==> src/rtl/id_imm_sched_pkg.sv <==
// Shared constants and types for the ID-stage immediate scheduler.
// Opcode/funct codes, ext_sel encodings, buffer states, entry bundle.
package id_imm_sched_pkg;

  localparam logic [5:0] OP_SPECIAL = 6'b000000;
  localparam logic [5:0] OP_ANDI    = 6'b001100;
  localparam logic [5:0] OP_ORI     = 6'b001101;
  localparam logic [5:0] OP_XORI    = 6'b001110;
  localparam logic [5:0] OP_LUI     = 6'b001111;

  localparam logic [5:0] FN_SLL = 6'b000000;
  localparam logic [5:0] FN_SRL = 6'b000010;
  localparam logic [5:0] FN_SRA = 6'b000011;

  localparam logic [1:0] EXT_SIGN  = 2'b00;
  localparam logic [1:0] EXT_ZERO  = 2'b01;
  localparam logic [1:0] EXT_SHAMT = 2'b10;
  localparam logic [1:0] EXT_UPPER = 2'b11;

  typedef enum logic [1:0] {
    ST_EMPTY = 2'd0,
    ST_ONE   = 2'd1,
    ST_TWO   = 2'd2
  } buf_state_t;

  typedef struct packed {
    logic [31:0] imm32;
    logic [1:0]  ext_sel;
    logic        use_imm;
    logic [31:0] pc;
  } imm_ent_t;

  function automatic logic [31:0] sext16(
    input logic [15:0] v
  );
    return {{16{v[15]}}, v};
  endfunction

endpackage

==> src/rtl/id_imm_sched_imm_decode.sv <==
// imm_decode: combinational immediate select and extension.
// Ports: inst in; ext_sel, imm32, use_imm out. Macro: LUI_UPPER_EN.
module imm_decode
  import id_imm_sched_pkg::*;
(
  input  logic [31:0] inst,
  output logic [1:0]  ext_sel,
  output logic [31:0] imm32,
  output logic        use_imm
);

  logic [5:0]  op;
  logic [5:0]  fn;
  logic [4:0]  sh;
  logic [15:0] imm;
  logic        is_shift;
  logic        is_logic;
  logic        is_lui;
  logic        is_arith;
  logic        is_br;

  assign op  = inst[31:26];
  assign fn  = inst[5:0];
  assign sh  = inst[10:6];
  assign imm = inst[15:0];

  assign is_shift = (op == OP_SPECIAL) &&
                    ((fn == FN_SLL) ||
                     (fn == FN_SRL) ||
                     (fn == FN_SRA));
  assign is_logic = (op == OP_ANDI) ||
                    (op == OP_ORI)  ||
                    (op == OP_XORI);
  assign is_lui   = (op == OP_LUI);
  // 0010xx arith-imm, 100xxx loads, 101xxx stores
  assign is_arith = (op[5:2] == 4'b0010) ||
                    (op[5:4] == 2'b10);
  assign is_br    = (op[5:2] == 4'b0001);

  always_comb begin
    ext_sel = EXT_SIGN;
    imm32   = '0;
    use_imm = 1'b0;
    unique case (1'b1)
      is_shift: begin
        ext_sel = EXT_SHAMT;
        imm32   = {27'b0, sh};
        use_imm = 1'b1;
      end
      is_logic: begin
        ext_sel = EXT_ZERO;
        imm32   = {16'b0, imm};
        use_imm = 1'b1;
      end
      is_lui: begin
`ifdef LUI_UPPER_EN
        ext_sel = EXT_UPPER;
        imm32   = {imm, 16'b0};
`else
        // EX stage performs the 16-bit shift
        ext_sel = EXT_ZERO;
        imm32   = {16'b0, imm};
`endif
        use_imm = 1'b1;
      end
      is_arith: begin
        imm32   = sext16(imm);
        use_imm = 1'b1;
      end
      is_br: begin
        imm32   = sext16(imm);
      end
      default: ;
    endcase
  end

endmodule

==> src/rtl/id_imm_sched.sv <==
// id_imm_sched: immediate decode plus 2-entry skid buffer to EX.
// Ports: in_* handshake from IF, out_* to EX, flush, stall_cnt.
module id_imm_sched
  import id_imm_sched_pkg::*;
#(
  parameter int STALL_CNT_W = 16
) (
  input  logic                   clk,
  input  logic                   resetn,
  input  logic                   in_valid,
  output logic                   in_ready,
  input  logic [31:0]            in_inst,
  input  logic [31:0]            in_pc,
  input  logic                   flush,
  output logic                   out_valid,
  input  logic                   out_ready,
  output logic [31:0]            out_imm32,
  output logic [1:0]             out_ext_sel,
  output logic                   out_use_imm,
  output logic [31:0]            out_pc,
  output logic [STALL_CNT_W-1:0] stall_cnt
);

  buf_state_t state;
  imm_ent_t   head;
  imm_ent_t   tail;
  imm_ent_t   new_ent;
  logic [1:0]  dec_sel;
  logic [31:0] dec_imm;
  logic        dec_use;
  logic        accept;
  logic        pop;

  imm_decode u_dec (
    .inst    (in_inst),
    .ext_sel (dec_sel),
    .imm32   (dec_imm),
    .use_imm (dec_use)
  );

  assign new_ent = '{imm32:   dec_imm,
                     ext_sel: dec_sel,
                     use_imm: dec_use,
                     pc:      in_pc};

  // Held low during reset so IF cannot push into a cleared buffer
  assign in_ready  = resetn & (state != ST_TWO);
  assign out_valid = (state != ST_EMPTY);
  assign accept    = in_valid & in_ready;
  assign pop       = out_valid & out_ready;

  assign out_imm32   = head.imm32;
  assign out_ext_sel = head.ext_sel;
  assign out_use_imm = head.use_imm;
  assign out_pc      = head.pc;

  always_ff @(posedge clk or negedge resetn) begin
    if (!resetn) begin
      state <= ST_EMPTY;
      head  <= '0;
      tail  <= '0;
    end else if (flush) begin
      state <= ST_EMPTY;
    end else begin
      unique case (state)
        ST_EMPTY: begin
          if (accept) begin
            head  <= new_ent;
            state <= ST_ONE;
          end
        end
        ST_ONE: begin
          if (accept && pop) begin
            head <= new_ent;
          end else if (accept) begin
            tail  <= new_ent;
            state <= ST_TWO;
          end else if (pop) begin
            state <= ST_EMPTY;
          end
        end
        ST_TWO: begin
          if (pop) begin
            head  <= tail;
            state <= ST_ONE;
          end
        end
        default: state <= ST_EMPTY;
      endcase
    end
  end

  always_ff @(posedge clk or negedge resetn) begin
    if (!resetn) begin
      stall_cnt <= '0;
    end else if (out_valid && !out_ready &&
                 (stall_cnt != '1)) begin
      stall_cnt <= stall_cnt + STALL_CNT_W'(1);
    end
  end

endmodule
==> config.mk <==
export PLATFORM = sky130hd
export DESIGN_NAME = id_imm_sched
export DESIGN_NICKNAME = d
export VERILOG_FILES = /design/src/rtl/id_imm_sched_pkg.sv /design/src/rtl/id_imm_sched_imm_decode.sv /design/src/rtl/id_imm_sched.sv
export SDC_FILE = /design/constraint.sdc
export NUM_CORES = 1
export LEC_CHECK = 0
export ABC_AREA = 1
export CAP_MARGIN = 20
export CORE_MARGIN = 2
export CORE_UTILIZATION = 48
export DETAILED_ROUTE_END_ITERATION = 6
export PLACE_DENSITY = 0.84
export SETUP_SLACK_MARGIN = 0.1
export SLEW_MARGIN = 15
export SYNTH_ARGS = -nofsm -noshare
export SYNTH_HDL_FRONTEND = slang
export SYNTH_SLANG_ARGS = --single-unit
==> constraint.sdc <==
create_clock -name clk -period 1.7 [get_ports clk]
set_input_delay 0.255 -clock clk [delete_from_list [all_inputs] [get_ports clk]]
set_output_delay 0.255 -clock clk [all_outputs]
set_load 0.02 [all_outputs]
; ---- Yosys cells after proc, flatten, opt, wreduce, memory -nomap -nowiden
; Index checks and enable logic that the tools add are counted.
[op_classes]
addsub = 1
eq_ne = 20
mux = 14
bitwise_logic = 5
n_reduce_logical = 21
[op_table]
columns = operator, count
row1 = $mux W67, 3
row2 = $pmux W67 S3, 1
row3 = $pmux W32 S3, 1
row4 = $eq A6 B4 Y1 const B, 4
row5 = $add A16 B1 Y16 const B, 1
row6 = $ne A16 B16 Y1 const B, 1
row7 = $eq A6 B2 Y1 const B, 2
row8 = $logic_not A6 Y1, 2
row9 = $mux W2, 6
row10 = $ne A3 B3 Y1 const B, 3
row11 = $ne A2 B2 Y1 const B, 4
row12 = $reduce_and A4 Y1, 2
row13 = $pmux W2 S3, 1
row14 = $logic_or A1 B1 Y1, 5
row15 = $reduce_and A5 Y1, 1
row16 = $eq A2 B2 Y1 const B, 2
row17 = $eq A4 B1 Y1 const B, 1
row18 = $eq A4 B2 Y1 const B, 1
row19 = $logic_and A1 B1 Y1, 4
row20 = $ne A4 B4 Y1 const B, 1
row21 = $pmux W2 S2, 1
row22 = $reduce_or A2 Y1, 2
row23 = $reduce_or A4 Y1, 1
row24 = $and A1 B1 Y1, 3
row25 = other kinds (7), 8
[word_totals]
reg_bits = 152
in_bits = 69
out_inout_bits = 85
elab_cells = 71

; ---- Longest topological paths before layout
; Gate-level depths: netlist (run 1).
[logic_depth]
word_depth = 8
mapped_depth = 10
depth_no_buf = 9

; ---- By module
; Synthesis (run 1) repeated with hierarchy kept, for this count alone.
[unflattened]
cells_unflattened = 852
hier_area_um2 = 7211.9
[by_module_without_submodules]
columns = mod, instances, cells_each, area_per_inst_um2, seq_area_each_um2
row1 = id_imm_sched, 1, 782, 6795.3, 3803.6
row2 = imm_decode, 1, 70, 416.6, 0.0

; ---- Least setup slack after synthesis (run 1)
; OpenSTA, ideal clock, no wires.
[synth_path]
path_kind = reg-to-reg
start = register stall_cnt[0]
end = register stall_cnt[12]
setup_time_ns = 0.117
t_arrival_ns = 1.554
required_time_ns = 1.583
setup_slack_ns = 0.029
path_stages_with_launch = 10
path_buffers = 1
synth_period_minus_slack_ns = 1.671
path_cell_list = dfrtp_1 -> ha_1 -> nand3_2 -> nor2_1 -> nand3_1 -> nand2_2 -> inv_2 -> buf_6 -> nand2_1 -> nand2_1
[synth_via]
elab_chain_len = 2
elab_cells_between_ends = 3
cone_classes = 1 x add/sub / 1 x eq/ne / 1 x reduce/logical
[synth_rtl]
columns = element, line
row1 = from (decl), id_imm_sched.sv:21  ; output logic [STALL_CNT_W-1:0] stall_cnt
row2 = from (signal assigned), id_imm_sched.sv:98  ; stall_cnt <= stall_cnt + STALL_CNT_W'(1);
row3 = "parallel branches: the longest is 2 deep, another holds $add A16 B1 Y16", n/a
; Several ways; the timed one is not identified.
; A chain may end at the register's enable or synchronous reset.

; ---- Worst setup path in the final report (run 1)
[layout_path]
start = input port resetn
end = output port in_ready
[layout_via]
elab_chain_len = 1
[layout_rtl]
columns = element, line
row1 = from (decl), id_imm_sched.sv:9  ; input logic resetn,
row2 = $and A1 B1 Y1, id_imm_sched.sv:47  ; assign in_ready = resetn & (state != ST_TWO);
row3 = to (decl), id_imm_sched.sv:11  ; output logic in_ready,
; Every way passes these cells.

==> reports/results.txt, run 1 <==
After detailed routing, the number of remaining DRC violations is 0. The iteration count of the initial detailed-routing pass came out at 5. Sorting the synthesized cells by how often they occur yields sky130_fd_sc_hd__nand2_1, sky130_fd_sc_hd__dfrtp_1, sky130_fd_sc_hd__o21ai_0. Buffers added to address setup during post-CTS repair amount to 0.

Final worst clock skew: 9.75 ps. From left edge to right edge, the die measures 115 microns. The number of nets handed over by synthesis was 841. Detailed placement ended at an HPWL of 9.47 mm. Post-synthesis average cell area: 7.68 sq um. The highest clock rate is 0.640 GHz, and the measured slew at the worst slew-check pin is 964 ps. Setup repair after global routing could not meet its margin everywhere.

Max-cap violations in this run came to 0. Row generation in the floorplan step produced 40 rows. Die height: 115 microns. The repair_antennas step left the layout with diodes totalling 0.

The post-synth design cell area was 5920 sq um; the final RePlAce weighted congestion was 0.847. Data arrives at the worst endpoint at 1310 ps. In the synthesized netlist the async set-or-reset flop fraction comes to 100%. Data on the critical path is required at its endpoint by 1440 ps.

In this run the worst hold path is classified as primary input to async pin. The logs give 0 for the post-route antenna net violation count and 1,072 for the final non-filler cell total. The tools report the leakage power total as 4.29 nW. The total wire length after detailed routing came out at 14.9 mm. The sort of element at the end of the critical path was a primary output.

Of all nets on the critical path, the largest fanout is 7. The instance count after placement with tap cells included is 1,035, and the area growth from synthesis to layout is 37.4%. The number of global-route vias before repair is 4,881, and the number of buffers added on ports is 143. Entering global routing, the biggest net connects 77 pins. For the via count, the log shows 5,372. Among all cell types in the netlist, the one instantiated most often is sky130_fd_sc_hd__nand2_1. The via count normalized by instance count was 5.01. The post-CTS clock slew at the launch and capture registers of the worst setup and hold paths is 60 ps, and the clock net sink count is 122. The die covers 13,200 sq um.

In this run, the number of DRC markers left after iteration 0 of detailed routing was 588. The tools report the number of primary I/O pins as 154. After layout, the worst path uses 92.0% of the clock period. Global routing used 22.4% of the available tracks across all layers. IR analysis of the VDD net gives a maximum drop of 0.729 mV. The detail-routed net length per standard cell was 13.9 microns. The initial antenna violation count came out at 0.

The run gives 51.6% as the sequential share of the synthesized area. The biggest area contributor in the post-synthesis netlist is sky130_fd_sc_hd__dfrtp_1. The worst setup path is of the primary input to primary output kind. The synthesized design contains 0 enable-type register cells.

The fraction of final layout cells with drive strength greater than 1 is 9.41%. The worst path in the final design needs a cycle of 1560 ps, including I/O delays and setup. The design draws 10.2 mW. Headroom to the max-slew limit came out at 35.7%. The layout net count was 982. By area the synthesized netlist is led by sky130_fd_sc_hd__dfrtp_1, sky130_fd_sc_hd__nand2_1, sky130_fd_sc_hd__o21ai_0, sky130_fd_sc_hd__inv_1, sky130_fd_sc_hd__nand3_1.

The number of clock buffers added by TritonCTS is 17. The clock insertion delay at the later pin of the skew report came out at 410 ps. The flow ran to the end, and the final reports show no timing, DRC or antenna violations. For this run, the number of Yosys warnings is 0. Overflow left after global routing: 0. The clock tree synthesis step divided the H-tree into 4 levels.

In this run the power density over the cells is 1250 nW/um^2. TritonCTS built the clock tree. The tools report the post-synthesis cell type count as 26. The worst setup path is launched from a primary input. The global-route wire length before repair was 23.2 mm; the count of state elements after synthesis was 122.

The worst register-to-register path has a depth of 8. The core region is 12,000 sq um. The final setup violation count came out at 0. For this run, the leading register cell type out of synthesis is sky130_fd_sc_hd__dfrtp_1. The initial utilization of the core area, before any placement, comes to 49.3%. The tree is rooted in a sky130_fd_sc_hd__clkbuf_16.

The run gives 0 as the number of endpoints with negative hold slack in the final report. No sink is reached through more buffers than the 2 on the longest clock path. The max-slew violation count was 0; the synthesized instance count was 771. The share of the synthesized area in the top cell type is 51.6%.
## cells by family (layout without fill, tap and decap cells)
kind of cell / count (synthesis) / count (layout) / share of synthesized area (%)
AO/OA/AOI/OAI: 108 / 108 / 9.47
XOR/XNOR: 11 / 11 / 1.63
adder cells (fa/ha/maj): 1 / 1 / 0.211
buffers and inverters: 110 / 264 / 9.28
flip-flops: 122 / 122 / 51.6
AND/OR/NAND/NOR: 419 / 419 / 27.8
## power by group
part | leakage [nW] | internal, mW | switching [mW] | total (mW)
combinational | 2.48 | 1.06 | 1.52 | 2.58
sequential | 1.53 | 3.62 | 0.399 | 4.02
clock | 0.286 | 2.27 | 1.29 | 3.56
total | 4.29 | 6.95 | 3.21 | 10.2
## what timing repair did
action | in CTS | in global routing
pin swaps | 0 | 3
setup endpoints to repair | 86 | 63
gates resized for setup | 91 | 25
endpoints found under the hold margin | 2 | 0
cloned | 0 | 4
hold buffers | 1 | 0
## critical path, stage by stage
cell and delay (ps):
sky130_fd_sc_hd__dlygate4sd3_1 560, sky130_fd_sc_hd__buf_4 160, sky130_fd_sc_hd__inv_1 50, sky130_fd_sc_hd__nor2_2 120, sky130_fd_sc_hd__buf_4 150
## metrics by stage
stage / setup TNS [ps] / util [%] / hold WS [ps] / instance area, sq um / setup WS [ps]
after global placement: -339 / 62.2 / 59.5 / 7470 / -23.0
after floorplan: 0 / - / -40.6 / 5920 / 115
final: 0 / 67.7 / 239 / 8140 / 137
after detailed placement: -1560 / 62.2 / 61.1 / 7470 / -65.0
after global routing: 0 / 67.7 / 230 / 8140 / 42.3
after CTS: 0 / 66.3 / 206 / 7960 / 103
## worst paths after layout
check | to | start | slack (ps)
max | in_ready | resetn | 140
max in group asynchronous | out_pc[16]$_DFFE_PN0P_ | resetn | 320
min in group clk | tail[28]$_DFFE_PN0P_ | in_pc[28] | 420
min | state[0]$_DFFE_PN0P_ | resetn | 240
min reg2reg | out_pc[6]$_DFFE_PN0P_ | out_pc[6]$_DFFE_PN0P_ | 470
max reg2reg | out_pc[18]$_DFFE_PN0P_ | state[1]$_DFFE_PN0P_ | 180
## metal layers
| layer | vias up | global-route usage, % | wire (microns) |
|---|---|---|---|
| li1 | 2674 | - | - |
| met1 | 2514 | 29.6 | 6600 |
| met2 | 172 | 35.6 | 7270 |
| met3 | 12 | 7.38 | 957 |
| met4 | 0 | 5.94 | 98 |
| met5 | - | 0 | 0 |
## state kept, by name (all words and copies together), names as in the netlist
name,cells
out_imm32,17
out_ext_sel,2
stall_cnt,16
state,2
out_pc,32
tail,52
out_use_imm,1
## cells in the final DEF, fill, tap and decap left out, drive strengths merged, types with 5 or more instances in the layout
cell	n
xnor2	9
nor2	33
inv	61
o21ai	98
nand4	5
nand2	346
clkinv	5
dlygate4sd2	83
buf	26
o21a	6
clkbuf	27
dfrtp	122
nand3	30
clkdlybuf4s50	57
## area by class of cell
| cell class | instances | area, sq um |
|---|---|---|
| Tap cell | 147 | 184 |
| Sequential cell | 122 | 3060 |
| Inverter | 60 | 233 |
| Fill cell | 1007 | 3880 |
| Clock inverter | 10 | 116 |
| Timing Repair Buffer | 172 | 1700 |
| Multi-Input combinational cell | 539 | 2370 |
| Clock buffer | 22 | 474 |
No activity file was read; power rests on OpenSTA's default activity.
==> inputs of run 2 (changes only) <==
--- a/config.mk
+++ b/config.mk
@@ -7,9 +7,10 @@
 export LEC_CHECK = 0
 export ABC_AREA = 1
 export CAP_MARGIN = 20
-export CORE_MARGIN = 2
+export CORE_MARGIN = 5
 export CORE_UTILIZATION = 48
 export DETAILED_ROUTE_END_ITERATION = 6
+export GPL_ROUTABILITY_DRIVEN = 0
 export PLACE_DENSITY = 0.84
 export SETUP_SLACK_MARGIN = 0.1
 export SLEW_MARGIN = 15
==> run 2 against run 1 <==
Net effect:
- clock skew fell by 3.6 ps
- sequential cell count did not move
- utilization rose by 0.93 points
- critical endpoint is now out_pc[31]$_DFFE_PN0P_
==> reports/results.txt, run 2 (same netlist as run 1, synthesis figures left out) <==
The logs give 4.35 nW for the leakage power total and 359 for the detailed router's first-iteration violation count. The tools report the post-route antenna net violation count as 0. The final worst clock skew is 6.16 ps. The run gives 2 as the maximum buffer depth of the clock tree. Leaving out fill and tap cells, the most frequent cells in the layout are sky130_fd_sc_hd__nand2_1, sky130_fd_sc_hd__dfrtp_1, sky130_fd_sc_hd__o21ai_0. The area growth from synthesis to layout works out to 39.9%. For the final setup violation count, the log shows 0. Setup repair after global routing could not meet its margin everywhere. The worst pin sits at a relative slew slack of 45.2%. The sequential standard cell area is 3060 sq um.

In this run switching power makes up 31.0% of total power. The width of the die is 121 microns. The clock tree synthesis step divided the H-tree into 4 levels.

The critical path arrival is 1880 ps, and the largest fanout on the critical path is 25. Across all layers, the routed design uses 5,379 vias. The largest register by flop count was tail. Excluding fillers, the count of instances in the completed layout stands at 1,098. Sort of element at the end of the critical path: a register. The run finished with clean final reports. For the final routed database, the setup TNS stands at 0 ps. For the worst setup path, the data required time is 2000 ps.

Classification of the worst-slack hold path: primary input to async pin. The floorplan step defined a core boundary enclosing 12,100 sq um. The layout net count was 987; the overflow left after global routing was 0. At the pin with the least slew margin, the transition time is 822 ps.

Max-cap violations in this run came to 0. The run gives 3.24 mW as the power dissipated by switching net loads. The pin count of the biggest net entering global routing was 74; the final worst setup slack was 120 ps. Clock buffer count from CTS: 17. The design draws 10.4 mW. At the later pin of the worst-skew pair, clock insertion delay measures 410 ps. The logs give 0 for the number of diodes and 25.4% for the share of total power in combinational logic.

The starting density of the core is 49.1%, and the via count normalized by instance count is 4.90. Measured along the y axis, the die boundary spans 121 microns. Kind of critical path: register to register.

The combined area of the multi-input logic cells was 2370 sq um. The run gives 0 as the number of endpoints with negative hold slack in the final report. Timing would allow up to 0.633 GHz. Detailed placement finished with a half-perimeter wire length of 9.96 mm. The pre-CTS worst setup slack is -61.2 ps. The global-route wire length before repair was 24.5 mm; the initial antenna violation count was 0. The max-slew violation count was 0.

For the peak ir drop on the vdd network, the log shows 0.697 mV. The post-CTS clock slew at the launch and capture registers of the worst setup and hold paths is 60 ps, and the total DRC errors in the routed layout is 0. The worst setup path is launched from a register.

The run gives 40 as the number of rows in the core area. The die covers 14,700 sq um. The clock period minus final worst setup slack was 1580 ps; the detail-routed net length per standard cell was 14.5 microns.

The fraction of final layout cells with drive strength greater than 1 is 9.89%, and the fill cell total of the finished layout is 998. The tools report the buffer type at the clock tree root as sky130_fd_sc_hd__clkbuf_16. TritonCTS built the clock tree.

For the number of primary I/O pins, the log shows 154. Summed over all layers, the routed wires come to 15.9 mm. The logs give 5,095 for the number of global-route vias before repair and 5 for the iteration count of the initial detailed-routing pass. The number of buffers added on ports came out at 143. Of the available clock period, the critical path in the final layout requires 93.0%.

The worst register-to-register path has a setup slack of 120 ps. Registers are responsible for 38.3% of the overall power. The clock drives 122 sinks. The instance count after placement with tap cells included is 1,054, and the number of flip-flops under the largest register name is 52.

Dividing total power by cell area gives a power density of 1260 nW/um^2. For this run, the total global-route usage over all layers was measured as 21.1%. In this run the cell area measured after placement is 7480 sq um. The internal portion of the total power is 7.21 mW.

The tools report the clock share of power as 36.3%. The finished cells cover 8280 sq um. The library cell used most frequently in the layout, excluding fill and tap cells, is sky130_fd_sc_hd__nand2_1.
[run 2: repair_timing]
item | in CTS | in global routing
gates resized for setup | 94 | 36
buffers inserted | 0 | 4
endpoints found under the setup margin | 88 | 88
endpoints found under the hold margin | 57 | 1
hold buffers | 1 | 1
pin swaps | 0 | 4
gates cloned | 0 | 6
[run 2: worst max-delay path: stages (launching register included)]
cell and delay, ps:
sky130_fd_sc_hd__dfrtp_1 390, sky130_fd_sc_hd__buf_6 140, sky130_fd_sc_hd__inv_4 60, sky130_fd_sc_hd__nand2_1 40
sky130_fd_sc_hd__o21bai_1 160, sky130_fd_sc_hd__nand2_2 180, sky130_fd_sc_hd__clkinv_4 150, sky130_fd_sc_hd__buf_12 190
sky130_fd_sc_hd__nand2_1 100, sky130_fd_sc_hd__nand2_1 50
[run 2: path summary, 6_finish.rpt]
kind / start / end / depth (start not counted)
setup / recovery: state[1]$_DFFE_PN0P_ / out_pc[31]$_DFFE_PN0P_ / 9
hold / removal: resetn / out_imm32[15]$_DFFE_PN0P_ / 3
setup reg to reg: state[1]$_DFFE_PN0P_ / out_pc[31]$_DFFE_PN0P_ / 9
hold reg to reg: out_pc[5]$_DFFE_PN0P_ / out_pc[5]$_DFFE_PN0P_ / 2
max in group asynchronous: resetn / out_pc[15]$_DFFE_PN0P_ / 3
min in group clk: in_pc[27] / tail[27]$_DFFE_PN0P_ / 3
[run 2: final cells by class]
cell class                 instances  area share (%)
sequential                       122            36.9
multi-input combinational        539            28.6
timing repair buffer             177            21.6
clock buffer                      21            5.44
inverter                          60            2.87
tap                              168            2.54
clock inverter                    11            2.04
[run 2: layer usage]
metal / vias to the layer above / global-route usage (%) / share of wire [%]
met5: - / 0 / 0
met4: 0 / 7.79 / 1.8
met3: 21 / 6.90 / 6.2
li1: 2688 / - / -
met2: 154 / 34.4 / 49
met1: 2516 / 26.2 / 43
[run 2: metrics by stage]
step	hold slack (ps)	util [%]
floorplan	-40.6	-
global placement	60.6	62.0
detailed placement	60.7	62.0
CTS	206	66.3
global route	112	68.7
finish	78.5	68.7
[run 2: power by group through the flow]
| stage | sequential, mW | clock (mW) | combinational (mW) |
|---|---|---|---|
| final | 4.00 | 3.79 | 2.66 |
| after global routing | 4.09 | 3.98 | 2.92 |
| after CTS | 4.00 | 3.84 | 2.53 |
| after detailed placement | 4.04 | 0 | 2.83 |
| after global placement | 4.02 | 0 | 2.77 |
| after floorplan | 4.46 | 0 | 1.08 |
==> inputs of run 3 (changes only) <==
--- a/config.mk
+++ b/config.mk
@@ -9,11 +9,14 @@
 export CAP_MARGIN = 20
 export CORE_MARGIN = 5
 export CORE_UTILIZATION = 48
+export CTS_BUF_LIST = sky130_fd_sc_hd__clkbuf_8 sky130_fd_sc_hd__clkbuf_16
 export DETAILED_ROUTE_END_ITERATION = 6
 export GPL_ROUTABILITY_DRIVEN = 0
-export PLACE_DENSITY = 0.84
+export GPL_TIMING_DRIVEN = 0
+export PLACE_DENSITY = 0.81
 export SETUP_SLACK_MARGIN = 0.1
 export SLEW_MARGIN = 15
 export SYNTH_ARGS = -nofsm -noshare
 export SYNTH_HDL_FRONTEND = slang
+export SYNTH_HIERARCHICAL = 1
 export SYNTH_SLANG_ARGS = --single-unit
==> run 3 against run 2 <==
Net effect:
- sequential share of layout area is 4.7 points lower
- first-iteration DRC count increased by 100%
- clock power down 2%
- the flow now finishes with violations (DRC, hold timing, setup timing)
- critical path depth up 1
- register-to-register slack worse by 320 ps
- clock skew is 0.71 ps higher
- via count grew 35%
- combinational power is 130% higher
- highest routed layer unchanged
==> reports/results.txt, run 3 <==
VDD sags by at most 0.985 mV. For this run, the number of Yosys warnings is 6. The largest fanout on the critical path was 10; the switching power as a share of total power was 37.8%. Fraction of final layout cells with drive strength greater than 1: 37.2%. The global-route layer with the greatest usage is met2. Derived from the worst setup path, the maximum achievable clock frequency is 0.527 GHz.

Of all flip-flops after synthesis, the portion carrying an async set or reset was 100%. When the netlist entered floorplanning its net count stood at 922. Across every metal layer, demand over resource in global routing totals 24.5%. Summing the sequential cell areas from Yosys gives 52.7% of the chip area. The final reports fail on DRC, hold timing, setup timing. Detailed router's first-iteration violation count: 727.

The cell sitting at the root of the clock tree is a sky130_fd_sc_hd__clkbuf_16. The flow ran to the end, but the final reports show violations. The number of endpoints with negative hold slack in the final report is 70, and the post-synthesis cell type count is 31. The critical path runs through a total of 10 cells. Clock tree synthesis found a total of 152 sinks. For the number of global-route vias before repair, the log shows 6,796. The die covers 17,600 sq um. Relative contribution of sequential cells to total power: 38.3%. The instance count after placement with tap cells included is 1,180.

The clock arrives with 6.86 ps of skew. The cell family contributing the most delay on the critical path is buffers and inverters. The die is 133 microns tall. The final setup violation count came out at 130. The worst flop-to-flop path endpoint was out_pc[12]$_DFFE_PN0P_.

Dividing the final minimum period by the clock period gives 112%. Summing all placed instances gives a cell area of 8980 sq um. The worst path buffer plus inverter count works out to 6. Ranked by flip-flop count, first place goes to tail.

In the post-synthesis netlist, the biggest area contributors are sky130_fd_sc_hd__dfrtp_1, sky130_fd_sc_hd__nand2_1, sky130_fd_sc_hd__mux2i_1, sky130_fd_sc_hd__o21ai_0, sky130_fd_sc_hd__nand3_1. The tools report the total DRC errors in the routed layout as 1. No sink is reached through more buffers than the 2 on the longest clock path. In the synthesized netlist, the cells that appear most often are sky130_fd_sc_hd__nand2_1, sky130_fd_sc_hd__dfrtp_1, sky130_fd_sc_hd__o21ai_0.

TritonCTS built the clock tree. The signal on the critical path passes through inv_4 > nand2_8 > buf_4 > buf_4 > buf_4 > buf_6 > buf_4 > nand2_1 > o21ai_0 > o21ai_1. The initial utilization of the core area, before any placement, comes to 49.2%. With fillers left out, the area of the finished cells amounts to 11,800 sq um. The area growth from synthesis to layout came out at 63.7%. The max-slew violation count came out at 0. The most frequent standard cell in the layout excluding fill and tap cells was sky130_fd_sc_hd__nand2_1. Most numerous cell on the critical path: sky130_fd_sc_hd__buf_4. The number of cells traversed by the worst register-to-register path came out at 10.

For this run, the leading register cell type out of synthesis is sky130_fd_sc_hd__dfrtp_1. From left edge to right edge, the die measures 133 microns. In this run the power spent charging and discharging nets is 6.00 mW. The setup slack of the worst register-to-register path was -200 ps.

The share of total power in combinational logic was 38.4%; the post-synthesis average cell area was 8.46 sq um. The first global-routing pass estimated 34.8 mm of wire. Cell taking the most area after synthesis: sky130_fd_sc_hd__dfrtp_1.

The cell at the slowest stage of the critical path was sky130_fd_sc_hd__dfrtp_2. Port buffering added 143 buffers. The worst setup path is captured at a register. Max-cap violations in this run came to 0.

Count of flip-flops with a built-in enable after synthesis: 0. Setup repair after global routing could not meet its margin everywhere. Synthesis inferred 152 register bits.

For this run, global-route usage on met2 was measured as 40.6%. For the critical path data required time, the log shows 2030 ps. In this run the count of I/O pins placed on the die edge is 154. For the pin with the worst max-slew slack, the measured transition is 599 ps.

For this design the ratio of total power to cell area is 1340 nW/um^2. The initialized floorplan defines 44 standard-cell rows. After global routing the overflow that remains totals 0.

Global routing consumed, on the met3 layer, 4.78% of the routing resources. The iteration count of the initial detailed-routing pass is 7. In the final routed layout, each cell accounts on average for 20.0 microns. The H-tree generated during clock tree synthesis spans 4 levels. After technology mapping, the gate count stands at 852.

The worst hold slack across all endpoints is -234 ps, and the clock share of power is 23.3%. The critical path arrival was 2230 ps; the pin count of the biggest net entering global routing was 83. The post-detailed-placement half-perimeter wirelength came out at 12.9 mm. The tools report the worst slew margin relative to its limit as 60.1%. The total core area is 14,600 sq um, and the total wire length after detailed routing is 25.6 mm.

The logs give 7210 sq um for the post-synth design cell area and 1,281 for the final non-filler cell total. For the clock buffer count from CTS, the log shows 17. The kind of critical path is register to register.

Clock-pin slew was measured on the worst setup and hold paths at 60 ps. After the last flow step, the layout net total stands at 1,153. The classification of the worst-slack hold path is primary input to async pin. The fill cell total of the finished layout was 826; the leakage power total was 6.06 nW. The tools report the final worst setup slack as -197 ps. The clock insertion delay at the later pin of the skew report is 430 ps. Leaving out fill and tap cells, the most frequent cells in the layout are sky130_fd_sc_hd__nand2_1, sky130_fd_sc_hd__dfrtp_1, sky130_fd_sc_hd__nand2_2.

The via count normalized by instance count is 5.69. The internal portion of total power is 9.86 mW, and the post-route antenna net violation count is 0. Yosys instantiated no cell more often than sky130_fd_sc_hd__nand2_1. The share of the synthesized area in the top cell type is 52.7%.

The tools report the initial antenna violation count as 1. Worst flop-to-flop path startpoint: state[0]$_DFFE_PN0P_. STA classifies the critical path startpoint as a register.

The register with the most flip-flops in the layout has 67 of them. The clock period minus final worst setup slack works out to 1900 ps. For this run, global-route usage on met1 was measured as 31.8%. The routed layout has 7,283 vias.

For this run, the slowest stage of the critical path takes 450 ps.
-- run 3: cell types whose count changed after synthesis, moves of 8 or more --
cell                       previous run  this run
sky130_fd_sc_hd__o21ai_0             98        70
sky130_fd_sc_hd__clkbuf_1            13        21
sky130_fd_sc_hd__mux2i_1              0        38
sky130_fd_sc_hd__nor2_1              33        20
sky130_fd_sc_hd__nand3_1             29        60
sky130_fd_sc_hd__o21ai_1              0        60
sky130_fd_sc_hd__dfrtp_1            122       152
sky130_fd_sc_hd__nand2_1            342       289
-- run 3: worst max-delay path by stage --
stage,endpoint,start,slack (ps)
floorplan,out_ext_sel[0]$_DFFE_PN0P_,state[0]$_DFFE_PN0P_,100
global placement,stall_cnt[1]$_DFFE_PN0P_,resetn,-6470
detailed placement,out_imm32[24]$_DFFE_PN0P_,in_inst[29],-750
CTS,out_imm32[16]$_DFFE_PN0P_,state[1]$_DFFE_PN0P_,-90
global route,out_pc[16]$_DFFE_PN0P_,state[0]$_DFFE_PN0P_,-230
finish,out_pc[12]$_DFFE_PN0P_,state[0]$_DFFE_PN0P_,-200
-- run 3: cell type report --
type                       instances  area, sq um  area share [%]
multi-input combinational        587         3890            32.9
sequential                       152         3810            32.3
timing repair buffer             212         2380            20.1
buffer                            60          728            6.17
clock buffer                      17          425            3.60
tap                              184          230            1.95
inverter                          53          204            1.73
clock inverter                    15          139            1.18
antenna                            1         2.50          0.0212
-- run 3: per-layer routing --
layer,routed length [microns],part of all wire [%],vias to the layer above
met1,9740,38,3529
met2,12900,50,412
li1,-,-,3225
met3,1720,6.7,117
met4,1240,4.8,0
met5,0,0,-
-- run 3: kinds of logic after synthesis --
| kind of cell | count (synthesis) | synth area share, % |
|---|---|---|
| buffers and inverters | 115 | 7.55 |
| adder cells (fa/ha/maj) | 1 | 0.173 |
| multiplexers | 38 | 5.27 |
| XOR/XNOR | 12 | 1.46 |
| AND/OR/NAND/NOR | 398 | 23.3 |
| flip-flops | 152 | 52.7 |
| AO/OA/AOI/OAI | 136 | 9.49 |
-- run 3: worst reg2reg max path: stages (launching register included) --
cell	delay, ps
sky130_fd_sc_hd__dfrtp_2	450
sky130_fd_sc_hd__inv_4	120
sky130_fd_sc_hd__nand2_8	60
sky130_fd_sc_hd__buf_4	130
sky130_fd_sc_hd__buf_4	130
sky130_fd_sc_hd__buf_4	140
sky130_fd_sc_hd__buf_6	160
sky130_fd_sc_hd__buf_4	190
sky130_fd_sc_hd__nand2_1	80
sky130_fd_sc_hd__o21ai_0	120
sky130_fd_sc_hd__o21ai_1	220
-- run 3: per-stage QoR --
stage	worst slack (ps)	power [mW]	setup TNS (ps)	utilization [%]
global route	-227	16.5	-17040	80.6
finish	-197	15.9	-9120	80.6
detailed placement	-751	10.3	-55390	61.3
floorplan	105	8.10	0	-
CTS	-88.2	14.5	-4130	73.0
global placement	-6470	10.2	-1741320	61.1
-- run 3: power by group through the flow --
stage | sequential (mW) | combinational (mW) | clock [mW]
after floorplan | 6.45 | 1.65 | 0
after global placement | 5.72 | 4.48 | 0
after detailed placement | 5.75 | 4.58 | 0
after CTS | 5.79 | 5.06 | 3.68
after global routing | 6.20 | 6.47 | 3.82
final | 6.07 | 6.09 | 3.70
-- run 3: timing repair --
item | in CTS | in global routing
gates resized for setup | 319 | 239
setup buffers | 30 | 18
endpoints found under the hold margin | 70 | 70
setup endpoints to repair | 233 | 154
pin swaps | 10 | 29
cloned | 15 | 11
